--- config.mk ---
export PLATFORM = sky130hd
export DESIGN_NAME = sdram_fsm
export DESIGN_NICKNAME = d
export VERILOG_FILES = /design/src/rtl/sdram_fsm_pkg.sv /design/src/rtl/sdram_ref_timer.sv /design/src/rtl/sdram_fsm.sv
export SDC_FILE = /design/constraint.sdc
export NUM_CORES = 1
export LEC_CHECK = 0
export BUFFER_PORTS_ARGS = -buffer_cell sky130_fd_sc_hd__buf_4
export CAP_MARGIN = 20
export CORE_MARGIN = 1
export CORE_UTILIZATION = 30
export CTS_CLUSTER_DIAMETER = 150
export DETAILED_ROUTE_END_ITERATION = 16
export PLACE_DENSITY = 0.47
export SYNTH_ARGS = -nofsm -noshare
export SYNTH_HDL_FRONTEND = slang
export SYNTH_SLANG_ARGS = --single-unit
--- constraint.sdc ---
create_clock -name clk_100m -period 6.36 [get_ports clk_100m]
set_clock_uncertainty 0.15 [all_clocks]
set_input_delay 0.636 -clock clk_100m [delete_from_list [all_inputs] [get_ports clk_100m]]
set_output_delay 0.636 -clock clk_100m [all_outputs]
set_load 0.02 [all_outputs]
--- src/rtl/sdram_fsm_pkg.sv ---
// Shared SDRAM parameters (the sdram_para set): state codes, default timing
// constants and small helpers for the sdram_fsm sequencer.
package sdram_fsm_pkg;

  typedef enum logic [3:0] {
    I_NOP           = 4'd0,
    I_PRECHARGE     = 4'd1,
    I_TRP           = 4'd2,
    I_AUTO_REFRESH1 = 4'd3,
    I_TRF1          = 4'd4,
    I_AUTO_REFRESH2 = 4'd5,
    I_TRF2          = 4'd6,
    I_MRS           = 4'd7,
    I_TMRD          = 4'd8,
    I_DONE          = 4'd9
  } init_state_t;

  typedef enum logic [3:0] {
    W_IDLE   = 4'd0,
    W_ACTIVE = 4'd1,
    W_TRCD   = 4'd2,
    W_READ   = 4'd3,
    W_CL     = 4'd4,
    W_RD     = 4'd5,
    W_WRITE  = 4'd6,
    W_WD     = 4'd7,
    W_TDAL   = 4'd8,
    W_AR     = 4'd9,
    W_TRFC   = 4'd10
  } work_state_t;

  localparam int unsigned DEF_T_POWERUP  = 20000;
  localparam int unsigned DEF_T_RP       = 2;
  localparam int unsigned DEF_T_RFC      = 7;
  localparam int unsigned DEF_T_MRD      = 2;
  localparam int unsigned DEF_T_RCD      = 2;
  localparam int unsigned DEF_CL         = 3;
  localparam int unsigned DEF_T_DAL      = 4;
  localparam int unsigned DEF_REF_PERIOD = 780;
  localparam int unsigned FAST_POWERUP   = 200;

  // A zero byte count stands for a full 512-word burst.
  function automatic logic [9:0] burst_len(input logic [8:0] bytes);
    return (bytes == 9'd0) ? 10'd512 : {1'b0, bytes};
  endfunction

  function automatic logic cnt_done(input logic [31:0] cnt, input int unsigned len);
    return cnt == 32'(len - 1);
  endfunction

endpackage

--- src/rtl/sdram_ref_timer.sv ---
// Refresh interval counter and pending-refresh flag for sdram_fsm.
module sdram_ref_timer
  import sdram_fsm_pkg::*;
#(
  parameter int unsigned REF_PERIOD = DEF_REF_PERIOD
) (
  input  logic clk_100m,
  input  logic rst_n,
  input  logic i_enable,
  input  logic i_clear,
  output logic o_pending
);

  logic [31:0] r_count;
  logic        r_pending;
  logic        w_expire;

  assign w_expire  = i_enable && (r_count == 32'(REF_PERIOD - 1));
  assign o_pending = r_pending;

  always_ff @(posedge clk_100m or negedge rst_n) begin
    if (!rst_n) begin
      r_count <= '0;
    end else if (w_expire) begin
      r_count <= '0;
    end else if (i_enable) begin
      r_count <= r_count + 32'd1;
    end
  end

  // Clearing only happens while pending is set, so an expiry on that same
  // edge is absorbed rather than queued.
  always_ff @(posedge clk_100m or negedge rst_n) begin
    if (!rst_n) begin
      r_pending <= 1'b0;
    end else if (i_clear) begin
      r_pending <= 1'b0;
    end else if (w_expire) begin
      r_pending <= 1'b1;
    end
  end

endmodule

--- src/rtl/sdram_fsm.sv ---
// SDRAM master sequencer: power-up init, refresh/write/read arbitration and
// per-state cycle pacing. Define SDRAM_FAST_INIT_EN for a 200-cycle power-up wait.
module sdram_fsm
  import sdram_fsm_pkg::*;
#(
  parameter int unsigned T_POWERUP  = DEF_T_POWERUP,
  parameter int unsigned T_RP       = DEF_T_RP,
  parameter int unsigned T_RFC      = DEF_T_RFC,
  parameter int unsigned T_MRD      = DEF_T_MRD,
  parameter int unsigned T_RCD      = DEF_T_RCD,
  parameter int unsigned CL         = DEF_CL,
  parameter int unsigned T_DAL      = DEF_T_DAL,
  parameter int unsigned REF_PERIOD = DEF_REF_PERIOD
) (
  input  logic        clk_100m,
  input  logic        rst_n,
  input  logic        sdram_wr_req,
  input  logic        sdram_rd_req,
  input  logic [8:0]  sdwr_bytes,
  input  logic [8:0]  sdrd_bytes,
  output logic [3:0]  init_state,
  output logic [3:0]  work_state,
  output logic [31:0] cnt_clk,
  output logic        sys_r_wn,
  output logic        sdram_init_done,
  output logic        sdram_wr_ack,
  output logic        sdram_rd_ack,
  output logic        sdram_busy
);

`ifdef SDRAM_FAST_INIT_EN
  localparam int unsigned POWERUP_CYC = FAST_POWERUP;
`else
  localparam int unsigned POWERUP_CYC = T_POWERUP;
`endif

  init_state_t r_init_state, w_init_next;
  work_state_t r_work_state, w_work_next;
  logic [31:0] r_cnt_clk;
  logic        r_sys_r_wn;
  logic [9:0]  r_burst_len;
  logic        w_grant_wr;
  logic        w_grant_rd;
  logic        w_ref_pending;
  logic        w_ref_clear;
  logic        w_init_done;

  assign w_init_done     = (r_init_state == I_DONE);
  assign init_state      = r_init_state;
  assign work_state      = r_work_state;
  assign cnt_clk         = r_cnt_clk;
  assign sys_r_wn        = r_sys_r_wn;
  assign sdram_init_done = w_init_done;
  assign sdram_wr_ack    = (r_work_state == W_WD);
  assign sdram_rd_ack    = (r_work_state == W_RD);
  assign sdram_busy      = (r_work_state != W_IDLE) || !w_init_done;
  assign w_ref_clear     = (r_work_state == W_IDLE) && (w_work_next == W_AR);

  sdram_ref_timer #(
    .REF_PERIOD (REF_PERIOD)
  ) u_ref_timer (
    .clk_100m  (clk_100m),
    .rst_n     (rst_n),
    .i_enable  (w_init_done),
    .i_clear   (w_ref_clear),
    .o_pending (w_ref_pending)
  );

  always_comb begin
    w_init_next = r_init_state;
    unique case (r_init_state)
      I_NOP:           if (cnt_done(r_cnt_clk, POWERUP_CYC)) w_init_next = I_PRECHARGE;
      I_PRECHARGE:     w_init_next = I_TRP;
      I_TRP:           if (cnt_done(r_cnt_clk, T_RP)) w_init_next = I_AUTO_REFRESH1;
      I_AUTO_REFRESH1: w_init_next = I_TRF1;
      I_TRF1:          if (cnt_done(r_cnt_clk, T_RFC)) w_init_next = I_AUTO_REFRESH2;
      I_AUTO_REFRESH2: w_init_next = I_TRF2;
      I_TRF2:          if (cnt_done(r_cnt_clk, T_RFC)) w_init_next = I_MRS;
      I_MRS:           w_init_next = I_TMRD;
      I_TMRD:          if (cnt_done(r_cnt_clk, T_MRD)) w_init_next = I_DONE;
      I_DONE:          w_init_next = I_DONE;
      default:         w_init_next = I_NOP;
    endcase
  end

  // Refresh beats write beats read; a running transaction is never pre-empted.
  always_comb begin
    w_work_next = r_work_state;
    w_grant_wr  = 1'b0;
    w_grant_rd  = 1'b0;
    if (w_init_done) begin
      unique case (r_work_state)
        W_IDLE: begin
          if (w_ref_pending) begin
            w_work_next = W_AR;
          end else if (sdram_wr_req) begin
            w_work_next = W_ACTIVE;
            w_grant_wr  = 1'b1;
          end else if (sdram_rd_req) begin
            w_work_next = W_ACTIVE;
            w_grant_rd  = 1'b1;
          end
        end
        W_ACTIVE: w_work_next = W_TRCD;
        W_TRCD:   if (cnt_done(r_cnt_clk, T_RCD)) w_work_next = r_sys_r_wn ? W_WRITE : W_READ;
        W_WRITE:  w_work_next = W_WD;
        W_WD:     if (cnt_done(r_cnt_clk, {22'd0, r_burst_len})) w_work_next = W_TDAL;
        W_TDAL:   if (cnt_done(r_cnt_clk, T_DAL)) w_work_next = W_IDLE;
        W_READ:   w_work_next = W_CL;
        W_CL:     if (cnt_done(r_cnt_clk, CL - 1)) w_work_next = W_RD;
        W_RD:     if (cnt_done(r_cnt_clk, {22'd0, r_burst_len})) w_work_next = W_IDLE;
        W_AR:     w_work_next = W_TRFC;
        W_TRFC:   if (cnt_done(r_cnt_clk, T_RFC)) w_work_next = W_IDLE;
        default:  w_work_next = W_IDLE;
      endcase
    end
  end

  always_ff @(posedge clk_100m or negedge rst_n) begin
    if (!rst_n) begin
      r_init_state <= I_NOP;
      r_work_state <= W_IDLE;
      r_cnt_clk    <= '0;
      r_sys_r_wn   <= 1'b0;
      r_burst_len  <= '0;
    end else begin
      r_init_state <= w_init_next;
      r_work_state <= w_work_next;
      if ((w_init_next != r_init_state) || (w_work_next != r_work_state)) begin
        r_cnt_clk <= '0;
      end else begin
        r_cnt_clk <= r_cnt_clk + 32'd1;
      end
      if (w_grant_wr) begin
        r_sys_r_wn  <= 1'b1;
        r_burst_len <= burst_len(sdwr_bytes);
      end else if (w_grant_rd) begin
        r_sys_r_wn  <= 1'b0;
        r_burst_len <= burst_len(sdrd_bytes);
      end
    end
  end

endmodule
==> key figures <==
Outcome
  • Outcome: finished, final reports clean

Setup path
  • Crit path capture type: flip-flop
  • Reg-to-Reg Start: r_burst_len[0]$_DFFE_PN0P_
  • Worst reg2reg endpoint: cnt_clk[25]$_DFF_PN0_
  • FF-to-FF setup slack: 3060 ps
  • Startpoint Class: flip-flop
  • Crit path DAT: 3360 ps
  • CP max FO: 32
  • WP data required: 6420 ps
  • R2R depth: 10
  • Worst Path Class, Setup: reg -> reg

Clock network
  • Reg clk slew, reported paths: 60 ps
  • Clock Sink Count: 84
  • CTS tree: built
  • Setup bufs post-CTS: 0
  • Clock buffer depth: 2
  • # hold bufs at CTS: 0
  • H-Tree Depth: 3
  • CTS Buf Count: 9
  • Post-CTS Resized: 0
  • Root buffer cell: clkbuf_16
  • Clk_lat worst skew: 340 ps

Final layout
  • Layout net count: 618
  • Most frequent cells in the layout: dfrtp_1 (84), buf_4 (70), nand2_1 (52)
  • Commonest non-fill, non-tap cell in the layout: dfrtp_1
  • N_diodes: 0
  • P&R area growth vs syn: 20.22%
  • Layout cells sized above 1: 15.77%
  • Design area: 5862 µm²

Route
  • DRT Pass-1 Iters: 4
  • Avg Vias per Cell: 5.166
  • Total Wirelength: 13.05 mm
  • Routed len/inst: 16.07 µm
  • Post-route DRC: 0
  • Via Count: 4195
  • Initial drt markers: 216
  • Routed Antenna Nets: 0

Pwr
  • Worst VDD drop: 0.0001624 V
  • Total chip power: 1.131 mW
  • Leakage power: 2.541 nW
  • P per Cell Area: 193.0 nW/µm²

STA
  • TNS Setup: 0 ps
  • Final min period: 3300 ps
  • RSZ-0062 raised after global routing: false
  • Max Slew Vio Count: 0
  • Slew Limit Headroom: 33.44%
  • F_max: 0.3030 GHz
  • Final Cycle Share: 51.89%
  • Fin Hold WS: 107.2 ps
  • Measured slew at the worst slew-check pin: 990.8 ps
  • Hold Violations, Final: 0
  • Final setup fails: 0

Synth
  • Netlist cell types: 58
  • Synth Net Count: 561
  • Mapped Area: 4876 µm²
  • Post-synth EDFFs: 0
  • Post-Syn Instances: 534
  • #FFs+latches synth: 84
  • Register area share after synthesis: 43.11%
  • FFs w/ async S/R, synth: 100.0%
  • Ys Warns: 0
  • Avg Cell Area, Syn: 9.131 µm²
  • Main synth FF type: dfrtp_1

Floorplanning
  • Initial Util: 30.69%
  • Num ports: 67
  • Rows: 46
  • Total die area: 16770 µm²
  • Die Y: 129.5 µm
  • Die width: 129.5 µm
  • CORE AREA: 15890 µm²

Global route
  • Initial antenna violation count: 0
  • Largest net degree at the start of global routing: 48
  • Grt total ovfl: 0
  • Total track usage: 16.92%
  • Vias in the first global route: 4201
  • First-pass GRT wire length: 21.79 mm

Place
  • Count of port buffers added during placement: 66
  • Final Wtd Congestion: 0.8157
  • Dpl cell area: 5558 µm²
  • DP HPWL: 9.252 mm

Flow run
  • Max_cap viols: 0

Min path
  • Hold Crit Class: in -> async
-- sequential cells by signal (all words and copies together) (netlist names) --
signal and flops:
init_state 4, cnt_clk 32, u_ref_timer.o_pending 1, work_state 4, r_burst_len 10, u_ref_timer.r_count 32
sys_r_wn 1
-- cells in the mapped netlist (3+ instances only) --
library cell / n / area (µm²)
nor2b_1: 6 / 37.54
a31oi_1: 5 / 31.28
a21o_1: 3 / 22.52
nand4_1: 27 / 168.9
buf_2: 4 / 20.02
nor4_1: 23 / 143.9
nand2b_1: 3 / 18.77
and4_1: 10 / 87.58
inv_1: 15 / 56.30
nor2_1: 38 / 142.6
o22ai_1: 7 / 43.79
and3_1: 6 / 37.54
xnor2_1: 37 / 324.1
xor2_1: 36 / 315.3
clkbuf_1: 16 / 60.06
mux2i_1: 5 / 50.05
ha_1: 5 / 62.56
a211oi_1: 3 / 22.52
o21ai_0: 17 / 85.08
a21oi_1: 8 / 40.04
nand3_1: 26 / 130.1
dfrtp_1: 84 / 2102
nor3_1: 45 / 225.2
nand2_1: 52 / 195.2
buf_6: 3 / 33.78
or3_1: 6 / 37.54
o31ai_1: 3 / 22.52
a22o_1: 3 / 26.28
-- area by class of cell --
| type | instances | area (µm²) |
|---|---|---|
| fillers | 1662 | 10020 |
| multi-input cells | 411 | 2604 |
| flip-flops and latches | 84 | 2102 |
| repair buffers | 70 | 525.5 |
| well taps | 216 | 270.3 |
| clock buffers | 12 | 256.5 |
| inverters | 15 | 56.30 |
| clock inverters | 4 | 47.55 |
-- logic make-up after synthesis --
| logic type | count (synthesis) | share of synthesized area, % |
|---|---|---|
| flops | 84 | 43.11 |
| xor+xnor | 73 | 13.11 |
| fa+ha+maj | 5 | 1.283 |
| simple gates | 257 | 27.74 |
| buf+inv | 39 | 3.567 |
| mux | 5 | 1.026 |
| compound gates | 71 | 10.16 |
-- worst max-delay path, stage by stage, from the launching register on --
cell and delay, ps:
dfrtp_1 430, inv_1 70, ha_1 280, nor2b_1 160, or3_1 340, a31o_2 240
nor4_2 520, a41oi_1 270, o21ai_2 180, buf_4 370, nor3_1 120
-- how the worst max path moves through the flow --
stage                          startpoint                    end  slack (ps)
4_1_cts        r_burst_len[0]$_DFFE_PN0P_  cnt_clk[25]$_DFF_PN0_        3090
3_3_place_gp   r_burst_len[0]$_DFFE_PN0P_   cnt_clk[2]$_DFF_PN0_        3200
2_1_floorplan  r_burst_len[2]$_DFFE_PN0P_  cnt_clk[21]$_DFF_PN0_        3470
3_5_place_dp   r_burst_len[0]$_DFFE_PN0P_  cnt_clk[25]$_DFF_PN0_        3110
6_report       r_burst_len[0]$_DFFE_PN0P_  cnt_clk[25]$_DFF_PN0_        3060
5_1_grt        r_burst_len[0]$_DFFE_PN0P_  cnt_clk[17]$_DFF_PN0_        2840
-- metal layers --
metal / vias up / track usage [%] / routed length [µm]
li1: 2052 / - / -
met1: 2053 / 20.92 / 5859
met2: 74 / 28.62 / 6399
met3: 16 / 4.542 / 547
met4: 0 / 5.472 / 240
met5: - / 0 / 0
-- power by group --
group | switching, mW | internal [mW]
logic | 0.0280 | 0.0220
registers | 0.00594 | 0.538
clock network | 0.213 | 0.324
total | 0.247 | 0.884
-- stage by stage --
stage	std cells	util, %	setup WS [ps]
after global routing	812	36.90	2838
after floorplan	534	-	3468
after CTS	812	36.90	3094
final	812	36.90	3060
after global placement	796	34.99	3196
after detailed placement	796	34.99	3113
Power figures use the tool's default switching activity.
